## src/rtl/imem_prog_loader.sv

```systemverilog
// Instruction-memory program loader: writes a length-prefixed, checksummed byte stream
// into the 16-bit instruction memory, holding the core in reset until a verified image lands.
module imem_prog_loader #(
  parameter int ADDR_W        = 4,
  parameter bit HOLD_AT_RESET = 1'b1
) (
  input  logic              clk,
  input  logic              reset,
  input  logic              start,
  input  logic              in_valid,
  input  logic [7:0]        in_data,
  output logic              in_ready,
  output logic              mem_we,
  output logic [ADDR_W-1:0] mem_addr,
  output logic [15:0]       mem_wdata,
  output logic              cpu_hold,
  output logic              busy,
  output logic              done,
  output logic              err,
  output logic [ADDR_W:0]   word_count,
  output logic [2:0]        dbg_state
);

  // Handshake: a byte transfers on a rising clk edge when in_valid && in_ready; in_ready is a
  // pure function of state, and the source may hold in_valid low for any number of cycles.

  localparam int unsigned CAP = 1 << ADDR_W;

  typedef enum logic [2:0] {
    S_IDLE = 3'd0,
    S_LEN  = 3'd1,
    S_HI   = 3'd2,
    S_LO   = 3'd3,
    S_WR   = 3'd4,
    S_CHK  = 3'd5,
    S_DONE = 3'd6,
    S_ERR  = 3'd7
  } state_e;

  state_e state_q, state_d;

  logic              accept;
  logic              start_ok;
  logic              len_ok;
  logic              csum_ok;
  logic              last_word;
  logic [ADDR_W:0]   wc_inc;

  logic [ADDR_W:0]   n_q, n_d;
  logic [ADDR_W:0]   wc_q, wc_d;
  logic [7:0]        hi_q, hi_d;
  logic [7:0]        csum_q, csum_d;
  logic              mem_we_q, mem_we_d;
  logic [ADDR_W-1:0] mem_addr_q, mem_addr_d;
  logic [15:0]       mem_wdata_q, mem_wdata_d;
  logic              busy_q, busy_d;
  logic              done_q, done_d;
  logic              err_q, err_d;
  logic              hold_q, hold_d;

  assign accept    = in_valid & in_ready;
  assign len_ok    = (in_data != 8'd0) && ({24'd0, in_data} <= CAP);
  assign csum_ok   = (in_data == csum_q);
  assign wc_inc    = wc_q + {{ADDR_W{1'b0}}, 1'b1};
  assign last_word = (wc_inc == n_q);

  always_ff @(posedge clk or posedge reset) begin
    if (reset) begin
      state_q <= S_IDLE;
    end else begin
      state_q <= state_d;
    end
  end

  always_comb begin
    state_d = state_q;
    case (state_q)
      S_IDLE, S_DONE, S_ERR: if (start_ok) state_d = S_LEN;
      S_LEN:                 if (accept) state_d = len_ok ? S_HI : S_ERR;
      S_HI:                  if (accept) state_d = S_LO;
      S_LO:                  if (accept) state_d = S_WR;
      S_WR:                  state_d = last_word ? S_CHK : S_HI;
      S_CHK:                 if (accept) state_d = csum_ok ? S_DONE : S_ERR;
      default:               state_d = S_IDLE;
    endcase
  end

  always_comb begin
    in_ready = 1'b0;
    start_ok = 1'b0;
    case (state_q)
      S_LEN, S_HI, S_LO, S_CHK: in_ready = 1'b1;
      S_IDLE, S_DONE, S_ERR:    start_ok = start;
      default: ;
    endcase
  end

  // Registered side effects of each transition; the memory write port is loaded on the
  // LO acceptance edge so it is valid for exactly the WR cycle.
  always_comb begin
    n_d         = n_q;
    wc_d        = wc_q;
    hi_d        = hi_q;
    csum_d      = csum_q;
    mem_we_d    = 1'b0;
    mem_addr_d  = mem_addr_q;
    mem_wdata_d = mem_wdata_q;
    busy_d      = busy_q;
    done_d      = done_q;
    err_d       = err_q;
    hold_d      = hold_q;
    case (state_q)
      S_IDLE, S_DONE, S_ERR: begin
        if (start_ok) begin
          busy_d = 1'b1;
          hold_d = 1'b1;
          done_d = 1'b0;
          err_d  = 1'b0;
          wc_d   = '0;
          csum_d = '0;
        end
      end
      S_LEN: begin
        if (accept) begin
          if (len_ok) begin
            n_d = (ADDR_W+1)'(in_data);
          end else begin
            err_d  = 1'b1;
            busy_d = 1'b0;
          end
        end
      end
      S_HI: begin
        if (accept) begin
          hi_d   = in_data;
          csum_d = csum_q + in_data;
        end
      end
      S_LO: begin
        if (accept) begin
          csum_d      = csum_q + in_data;
          mem_we_d    = 1'b1;
          mem_addr_d  = wc_q[ADDR_W-1:0];
          mem_wdata_d = {hi_q, in_data};
        end
      end
      S_WR: begin
        wc_d = wc_inc;
      end
      S_CHK: begin
        if (accept) begin
          busy_d = 1'b0;
          if (csum_ok) begin
            done_d = 1'b1;
            hold_d = 1'b0;
          end else begin
            err_d = 1'b1;
          end
        end
      end
      default: ;
    endcase
  end

  always_ff @(posedge clk or posedge reset) begin
    if (reset) begin
      n_q         <= '0;
      wc_q        <= '0;
      hi_q        <= '0;
      csum_q      <= '0;
      mem_we_q    <= 1'b0;
      mem_addr_q  <= '0;
      mem_wdata_q <= '0;
      busy_q      <= 1'b0;
      done_q      <= 1'b0;
      err_q       <= 1'b0;
      hold_q      <= HOLD_AT_RESET;
    end else begin
      n_q         <= n_d;
      wc_q        <= wc_d;
      hi_q        <= hi_d;
      csum_q      <= csum_d;
      mem_we_q    <= mem_we_d;
      mem_addr_q  <= mem_addr_d;
      mem_wdata_q <= mem_wdata_d;
      busy_q      <= busy_d;
      done_q      <= done_d;
      err_q       <= err_d;
      hold_q      <= hold_d;
    end
  end

  assign mem_we     = mem_we_q;
  assign mem_addr   = mem_addr_q;
  assign mem_wdata  = mem_wdata_q;
  assign cpu_hold   = hold_q;
  assign busy       = busy_q;
  assign done       = done_q;
  assign err        = err_q;
  assign word_count = wc_q;
  assign dbg_state  = state_q;

endmodule

```

## config.mk

```make
export PLATFORM = sky130hd
export DESIGN_NAME = imem_prog_loader
export DESIGN_NICKNAME = d
export VERILOG_FILES = /design/src/rtl/imem_prog_loader.sv
export SDC_FILE = /design/constraint.sdc
export NUM_CORES = 1
export LEC_CHECK = 0
export BUFFER_PORTS_ARGS = -buffer_cell sky130_fd_sc_hd__buf_2
export CORE_UTILIZATION = 28
export DETAILED_ROUTE_END_ITERATION = 10
export GPL_TIMING_DRIVEN = 0
export HOLD_SLACK_MARGIN = 0.08
export MAX_ROUTING_LAYER = met4
export PLACE_DENSITY = 0.56
export SYNTH_ARGS = -nofsm -noshare
export SYNTH_HDL_FRONTEND = slang
export SYNTH_SLANG_ARGS = --single-unit
```

## constraint.sdc

```tcl
create_clock -name clk -period 3.65 [get_ports clk]
set_input_delay 1.095 -clock clk [delete_from_list [all_inputs] [get_ports clk]]
set_output_delay 1.095 -clock clk [all_outputs]
set_load 0.05 [all_outputs]
```

==> Word level (Yosys, flattened, before mapping) <==
Cells that the tools add are included.
{ "op_classes": {"n_addsub": 2, "n_lt_le_gt_ge": 1, "n_eq_ne": 18, "mux": 35, "bitwise_logic": 1, "n_reduce_logical": 19} }
{ "op_table": {"columns": ["operator", "n"], "rows": [
  ["$mux W3", 7],
  ["$mux W1", 18],
  ["$pmux W3 S6", 1],
  ["$mux W8", 2],
  ["$ne A2 B2 Y1 const B", 8],
  ["$pmux W8 S2", 1],
  ["$eq A3 B3 Y1 const B", 4],
  ["$pmux W5 S2", 1],
  ["$reduce_and A5 Y1", 2],
  ["$add A8 B8 Y8", 1],
  ["$eq A8 B8 Y1", 1],
  ["$le A8 B5 Y1 const B", 1],
  ["$reduce_bool A8 Y1", 1],
  ["$eq A3 B2 Y1 const B", 2],
  ["$pmux W1 S3", 2],
  ["$reduce_and A2 Y1", 3],
  ["$reduce_and A3 Y1", 2],
  ["$reduce_and A6 Y1", 1],
  ["$reduce_bool A2 Y1", 3],
  ["$add A5 B1 Y5 const B", 1],
  ["$eq A5 B5 Y1", 1],
  ["$mux W5", 1],
  ["$pmux W1 S2", 2],
  ["$reduce_and A4 Y1", 1],
  ["9 further kinds", 9]
]} }
{ "word_totals": {"ff_bits": 54, "in_bits": 12, "output_inout_bits": 34, "wordCells": 88} }

==> Depth between registers and ports, before layout <==
Gate-level depths: netlist (run 1).
{ "logic_depth": {"depth_word": 6, "mapped_depth": 9, "depth_no_buf": 9} }

==> Worst setup path after synthesis (run 1) <==
Ideal clock, no wire load.
{ "synth_timing": {"kind": "input-to-reg", "start": "in in_data[1]", "end": "reg n_q[0]", "arrival_time_ps": 2804, "slack_ps": 721, "stages": 6, "path_buffers": 1, "cell_sequence": "nor4_1 xor2_1 or4_1 or4_4 buf_6 mux2_4"} }
{ "synth_via": {"elab_chain_cells": 3, "elab_cells_between_ends": 4} }
{ "synth_rtl": {"columns": ["item", "line", "text"], "rows": [
  ["start, declared", "11", "input logic [7:0] in_data,"],
  ["$le A8 B5 Y1 or $reduce_bool A8 Y1 (tied branches)", "62", "assign len_ok = (in_data != 8'd0) && ({24'd0, in_data} <= CAP);"],
  ["$logic_and A1 B1 Y1 *", "62", null],
  ["$reduce_and A3 Y1 (no source line) *", null, null],
  ["end signal, assigned", "179", "n_q <= n_d;"],
  ["end, declared", "49", "logic [ADDR_W:0] n_q, n_d;"]
]} }
Every way passes the cells marked *; elsewhere a longest branch is shown, timed or not.
A chain may end at the register's enable or synchronous reset.

==> Worst setup path in the final report (run 1) <==
{ "layout_timing": {"start": "in in_data[0]", "end": "reg n_q[3]"} }
The elaborated chain is that of the path after synthesis.

==> results.md, run 1 <==
* Final setup fails at 0
* Post-CTS Setup Inserts at 0
* Total chip power at 2.87 mW
* WL final at between 5000 and 6000 um
* Fin. Hold Viols at 0
* Synth cell count leaders: dfrtp_1, nand2_1, o21ai_0, mux2_2, nor2_1
* Mapped Area at ~2700 um^2
* Initial antenna violation count at 0
* Core Area at between 9000 and 10000 um^2
* Most numerous cell in the Yosys netlist: dfrtp_1
* Critical path data arrival time at ~3 ns
* Post-CTS resize count at 0
* Worst Tran Pin Value at between 0.7 and 0.8 ns
* Top-Level Pins at 46
* Synth Flop Type: dfrtp_1
* Clock power share at 0.136
* Hold path cells at 2
* Gate count after technology mapping at ~260
* N_diodes at 0
* Layout cells sized above 1 at 0.263
* Pint at between 1.5 and 2 mW
* Combinational fraction of design power at 0.526
* DR vias at approximately 2000
* Mux cell area share after synthesis at 0.118
* Syn_area_per_cell at approximately 10 um^2
* First-pass DRT Iterations at 4
* Starting Density at 0.289
* Cell total after placement at around 430
* Cell Count, Final, Fillers Out at 441
* Cell area power density at 903 nW/um^2
* Yosys warns at 0
* RSZ-0062 raised after global routing: no
* Worst skew pair latency at roughly 0.30 ns
* Synth Area in XOR/XNOR at 0.0459
* Syn-to-layout area delta at 19.0%
* Max-slew violation count at 0
* Largest buffer count on any clock path at 2
* Vias in the first global route at 2059
* Routed vias/inst at between 4 and 5
* Clock-pin slew on the worst setup and hold paths at roughly 0.09 ns
* Wire per inst at around 13 um
* Clock skew at approximately 0.0032 ns
* Hold_buf cts at 0
* FP Rows at 35
* Fmax at ~350 MHz
* Max cap viols at 0
* Number of I/O port buffers at 44
* H-tree levels at 2
* CTS Root Cell: clkbuf_8
* Final antenna-violating net count at 0
* Final-stage net count at about 330
* Sw frac at 0.474
* FF-to-FF path depth at 5
* Post-DP HPWL at around 4300 um
* First-pass GRT wire length at 9920 um
* P_leak at 1.57 nW
* Largest net degree at the start of global routing at 33
* Slowest CP cell: or4_4
* Chip width at about 100 um
* Psw at roughly 1.4 mW
* Post-Route Setup TNS at 0 ns
* Cell variety after synth at 39
* Share of total power in sequential cells at 0.338
* DIE AREA at just under 10000 um^2
* Post-Synth Simple-Gate Area at 0.136
* Final core utilization at 0.344
* Adder-cell share of the synthesized area at 0.0449
* Hold slack at between 0.4 and 0.5 ns
* Placer Congestion at between 0.9 and 1
* DRC violations left at 0
* Crit-path max FO at 6
* CTS Sinks at between 50 and 60
* Mapped Nets at 280
* CTS Buf Count at 5
* Main combinational cell family by area after synthesis: simple AND/OR/NAND/NOR gates
* CP cell instances: buf_2 -> nor4_1 -> xor2_1 -> or4_1 -> or4_4 -> buf_6 -> mux2_4
* Asr flop ratio synth at 1.00
* Yosys reg bits at 54
* Yosys top cell by area: dfrtp_1
* Period utilization at 0.794
* CP peak stage delay at 0.50 ns
* Crit. End Element: flop
* Relative slew slack at 0.471
* CTS tree: built
* Total grt overflow at 0
* Hold/Removal Path Class: flop to flop
* Worst setup path category: input port to flop
* Synth area leaders: dfrtp_1, mux2_2, nand2_1
* Worst EP required at 3.84 ns
* EDFF count, synth at 0
* Register area share after synthesis at 0.506
* Startpoint Class: input port
* Clock period minus final worst setup slack at around 2.9 ns
* GRT Total Usage at 0.130
* Max VDD drop at between 0.3 and 0.4 mV
* Starting DRT DRC Count at approximately 150
* Yosys top cell area share at 0.496
* Synth Area in Compound Gates at 0.115
* Status: finished, final reports clean
* Die Y at about 100 um
-- state kept, by name (all words and copies together) (netlist names) --
name        count
mem_wdata      16
csum_q          8
hi_q            8
n_q             5
word_count      5
mem_addr        4
dbg_state       3
busy            1
cpu_hold        1
done            1
err             1
mem_we          1
-- kinds of logic (layout without fill, tap and decap cells) --
family / Yosys count / count (layout)
fa+ha+maj: 9 / 9
compound gates: 51 / 51
simple gates: 82 / 82
buf+inv: 22 / 75
xor+xnor: 14 / 14
mux: 27 / 27
flops: 54 / 54
-- stage by stage --
stage | instance area, um^2 | setup slack [ns]
floorplan | 2670 | 0.721
CTS | 3180 | 0.741
global placement | 3060 | 0.416
finish | 3180 | 0.753
detailed placement | 3080 | 0.406
global route | 3180 | 0.696
-- per-layer routing --
layer  global-route usage  part of all wire  vias up
met4               0.0373             0.014        0
li1                     -                 -      995
met2                0.211              0.48       44
met1                0.161              0.47      985
met5                    -                 0        -
met3               0.0302             0.039        9
-- power by group through the flow --
stage,Sequential (mW),Combinational (mW),Clock (mW)
after floorplan,1.46,0.696,0
after global placement,0.979,1.50,0
after detailed placement,0.986,1.52,0
after CTS,0.975,1.52,0.409
after global routing,1.01,1.65,0.434
final,0.971,1.51,0.389
-- placed cells by master (no fill, tap or decap), types with 2 or more instances in the layout --
master	n
mux2_4	4
xnor2_1	5
nor2_1	13
inv_1	11
mux2_2	20
and3_1	2
buf_2	46
mux2i_1	3
clkbuf_1	8
o22ai_1	4
dfrtp_1	53
nor2b_1	3
a21o_1	3
nand3_1	4
o211a_1	2
ha_1	8
xor2_1	9
a21oi_1	10
nand2_1	46
nor4_1	4
clkbuf_8	5
nor3b_1	2
o21ai_0	23
nor3_1	5
-- worst max-delay path, delay by kind of cell --
family                    cells  cell delay, ns
buffers and inverters         2            0.29
muxes                         1            0.29
and+or+nand+nor               3            1.29
xor gates and xnor gates      1            0.13
-- cell type report --
cell class,instances,area (um^2)
well taps,129,161
inverters,13,48.8
multi-input cells,183,1230
fillers,946,6060
clock inverters,1,30.0
plain buffers,9,43.8
repair buffers,45,240
clock buffers,7,76.3
flip-flops and latches,54,1350
-- final timing paths --
| path | slack [ns] | endpoint | start |
|---|---|---|---|
| worst max-delay path | 0.75 | n_q[3] | in_data[0] |
| worst min-delay path | 0.47 | mem_wdata[9] | hi_q[1] |
| worst max register to register | 1.30 | hi_q[0] | dbg_state[2] |
| worst min register to register | 0.47 | mem_wdata[9] | hi_q[1] |
| max in group asynchronous | 2.22 | cpu_hold | reset |
| min in group asynchronous | 0.81 | mem_we | reset |
Power figures use the tool's default switching activity.
==> inputs of run 2 (changes only) <==
Settings changed: ABC_AREA set to 1, PLACE_DENSITY 0.56 to 0.57.
Clock period 3.65 ns to 2.6 ns, I/O delays scaled along.
==> run 2 against run 1 <==
The flow now finishes with violations (design-rule violations). Utilization down 0.47 points. Setup slack worse by 0.34 ns. Critical endpoint is now in_ready. Flip-flop and latch count did not move. Hold slack got worse by 0.00065 ns. Clock power is 29% higher. Power rose by 50%. Sequential share of layout area down 1.6 points. Clock skew up 0.012 ns. Largest cell class unchanged. First-iteration DRC count down 43%.
==> results.md, run 2 <==
* Number of I/O port buffers at 45 (was 44)
* CP cell instances: inv_2 -> nand2_4 -> nand2_4 -> buf_2 (was buf_2 -> nor4_1 -> xor2_1 -> or4_1 -> or4_4 -> buf_6 -> mux2_4)
* Worst R2R Setup Slack at 0.84 ns (was 1.30 ns)
* Cell variety after synth at 31 (was 39)
* Critical path data arrival time at 1.41 ns (was 3.09 ns)
* First-pass GRT wire length at 10800 um (was 9920 um)
* Hold path cells at 2 (unchanged)
* Worst setup path category: flop to output pin (was input port to flop)
* Psw at 2.28 mW (was 1.36 mW)
* P_leak at 1.76 nW (was 1.57 nW)
* CTS tree: built (unchanged)
* Clock-pin slew on the worst setup and hold paths at 0.10 ns (was 0.09 ns)
* Routed vias/inst at 4.39 (was 4.61)
* Worst skew pair latency at 0.31 ns (was 0.30 ns)
* Hold slack at 0.471 ns (was 0.472 ns)
* Max FFs per register at 16 (unchanged)
* Top-Level Pins at 46 (unchanged)
* Hold/Removal Path Class: flop to flop (unchanged)
* Reg2Reg Capture Point: done (was hi_q[0])
* DRC violations left at 1 (was 0)
* Critical R2R Launch: csum_q[2] (was dbg_state[2])
* DR vias at 2344 (was 2033)
* Pint at 2.04 mW (was 1.51 mW)
* CTS Root Cell: clkbuf_8 (unchanged)
* Synth Flop Type: dfrtp_1 (unchanged)
* Post-CTS resize count at 0 (unchanged)
* Largest net degree at the start of global routing at 31 (was 33)
* Largest delay contributor family on the critical path: flip-flops (was simple AND/OR/NAND/NOR gates)
* Stages on worst setup path at 4 (was 7)
* Final worst setup slack at 0.410 ns (was 0.753 ns)
* WP buf/inv at 2 (unchanged)
* Clock skew at 0.0152 ns (was 0.00321 ns)
* Placer Congestion at 0.876 (was 0.947)
* Total chip power at 4.32 mW (was 2.87 mW)
* Post-CTS Setup Inserts at 0 (unchanged)
* Period utilization at 0.842
* Yosys reg bits at 54 (unchanged)
* Final-stage net count at 421 (was 332)
* Clock power share at 0.116 (was 0.136)
* Startpoint Class: flop (was input port)
* Sw frac at 0.529 (was 0.474)
* Worst EP required at 1.82 ns (was 3.84 ns)
* Max cap viols at 0 (unchanged)
* Most numerous cell in the Yosys netlist: nand2_1 (was dfrtp_1)
* Crit-path max FO at 6 (unchanged)
* N_diodes at 0 (unchanged)
* Worst Tran Pin Value at 0.529 ns (was 0.793 ns)
* Layout cells sized above 1 at 0.202 (was 0.263)
* Max VDD drop at 0.517 mV (was 0.307 mV)
* Syn_area_per_cell at 8.06 um^2 (was 10.3 um^2)
* Asr flop ratio synth at 1.00 (unchanged)
* Violated checks: design-rule violations
* Synth cell count leaders: nand2_1, dfrtp_1, inv_1, o21ai_1, nand3_1 (was dfrtp_1, nand2_1, o21ai_0, mux2_2, nor2_1)
* Max-slew violation count at 0 (unchanged)
* Combinational fraction of design power at 0.557 (was 0.526)
* Largest buffer count on any clock path at 2 (unchanged)
* Relative slew slack at 0.647 (was 0.471)
* Worst Min Path Start: cpu_hold (was hi_q[1])
* Hold_buf cts at 0 (unchanged)
* Core Area at 9730 um^2 (was 9240 um^2)
* H-tree levels at 2 (unchanged)
* FF-to-FF path depth at 8 (was 5)
* Slowest CP cell: dfrtp_1 (was or4_4)
* FP Rows at 36 (was 35)
* Register area share after synthesis at 0.483 (was 0.506)
* Final antenna-violating net count at 0 (unchanged)
* Yosys top cell area share at 0.474 (was 0.496)
* Fin. Hold Viols at 0 (unchanged)
* Yosys top cell by area: dfrtp_1 (unchanged)
* Synth area leaders: dfrtp_1, nand2_1, inv_1 (was dfrtp_1, mux2_2, nand2_1)
* Wire per inst at 12.0 um (was 13.0 um)
* Gate count after technology mapping at 347 (was 259)
* Status: complete, but fails checks (was finished, final reports clean)
* Yosys warns at 0 (unchanged)
* Cell area power density at 1310 nW/um^2 (was 903 nW/um^2)
* Starting DRT DRC Count at 88 (was 154)
* CP peak stage delay at 0.47 ns (was 0.50 ns)
* DIE AREA at 10400 um^2 (was 9940 um^2)
* RSZ-0062 raised after global routing: no (unchanged)
* Mapped Nets at 368 (was 280)
* Most common library cell in the layout ignoring fill and taps: nand2_1 (was dfrtp_1)
* Syn-to-layout area delta at 18.1% (was 19.0%)
* Final setup fails at 0 (unchanged)
* Post-DP HPWL at 4980 um (was 4340 um)
* WL final at 6430 um (was 5740 um)
* EDFF count, synth at 0 (unchanged)
* First-pass DRT Iterations at 7 (was 4)
* CTS Buf Count at 5 (unchanged)
* Initial antenna violation count at 0 (unchanged)
* Post-Route Setup TNS at 0 ns (unchanged)
* CTS Sinks at 54 (unchanged)
* GRT Total Usage at 0.139 (was 0.130)
* Clock period minus final worst setup slack at around 2.2 ns
* Hold Path End: cpu_hold (was mem_wdata[9])
* Critical Path Most Common Cell: nand2_4
* Most frequent cells in the layout: nand2_1, dfrtp_1, buf_2 (was dfrtp_1, buf_2, nand2_1)
* Pre-CTS setup slack at 0.291 ns (was 0.406 ns)
* Vias in the first global route at 2172 (was 2059)
* Fmax at approximately 460 MHz
* Share of total power in sequential cells at 0.327 (was 0.338)
* Mapped Area at 2800 um^2 (was 2670 um^2)
* Starting Density at 0.288 (was 0.289)
* Total grt overflow at 0 (unchanged)
* Die Y at 102 um (was 99.7 um)
* Crit. End Element: output pin (was flop)
* Chip width at 102 um (was 99.7 um)
## run 2: power groups by stage
stage / Sequential, mW / Combinational, mW / Clock, mW
2_1_floorplan: 2.07 / 1.23 / 0
3_3_place_gp: 1.42 / 2.40 / 0
3_5_place_dp: 1.43 / 2.42 / 0
4_1_cts: 1.42 / 2.43 / 0.522
5_1_grt: 1.46 / 2.68 / 0.552
6_report: 1.41 / 2.41 / 0.502
## run 2: how the worst max path moves through the flow
stage	startpoint	to	slack, ns
5_1_grt	dbg_state[2]	in_ready	0.32
6_report	dbg_state[2]	in_ready	0.41
2_1_floorplan	reset	busy	0.51
3_5_place_dp	in_data[5]	done	0.29
3_3_place_gp	reset	csum_q[6]	-0.28
4_1_cts	dbg_state[2]	in_ready	0.38
## run 2: cell families (layout without fill, tap and decap cells)
family,after synthesis,count (layout),share of synthesized area
compound gates,51,51,0.0993
xor+xnor,5,5,0.0157
fa+ha+maj,9,9,0.0429
buf+inv,52,106,0.0720
flops,54,54,0.483
simple gates,176,176,0.287
## run 2: metal layers
metal  up-vias  global-route usage  routed length (um)
met3         2              0.0274                 174
met2        33               0.212                2970
met4         0              0.0264                  17
li1       1220                   -                   -
met5         -                   -                   0
met1      1089               0.192                3260
## run 2: layout make-up
type                       instances  area [um^2]
fill                            1068         6420
sequential                        54         1350
multi-input combinational        241         1240
timing repair buffer              46          245
inverter                          46          173
tap                              133          166
clock buffer                       5         68.8
buffer                             6         28.8
clock inverter                     3         26.3
## run 2: per-stage QoR
stage,instance area [um^2],utilization,std cells
finish,3300,0.340,534
global placement,3190,0.328,525
detailed placement,3210,0.330,526
CTS,3300,0.340,534
floorplan,2800,-,347
global route,3300,0.340,534
## run 2: worst register-to-register path: cells and delay by family (launching register included)
family	cells	cell delay [ns]
and+or+nand+nor	4	0.58
DFF	1	0.40
adders and majority gates	1	0.27
AOI/OAI and AO/OA	2	0.22
buffers and inverters	1	0.17
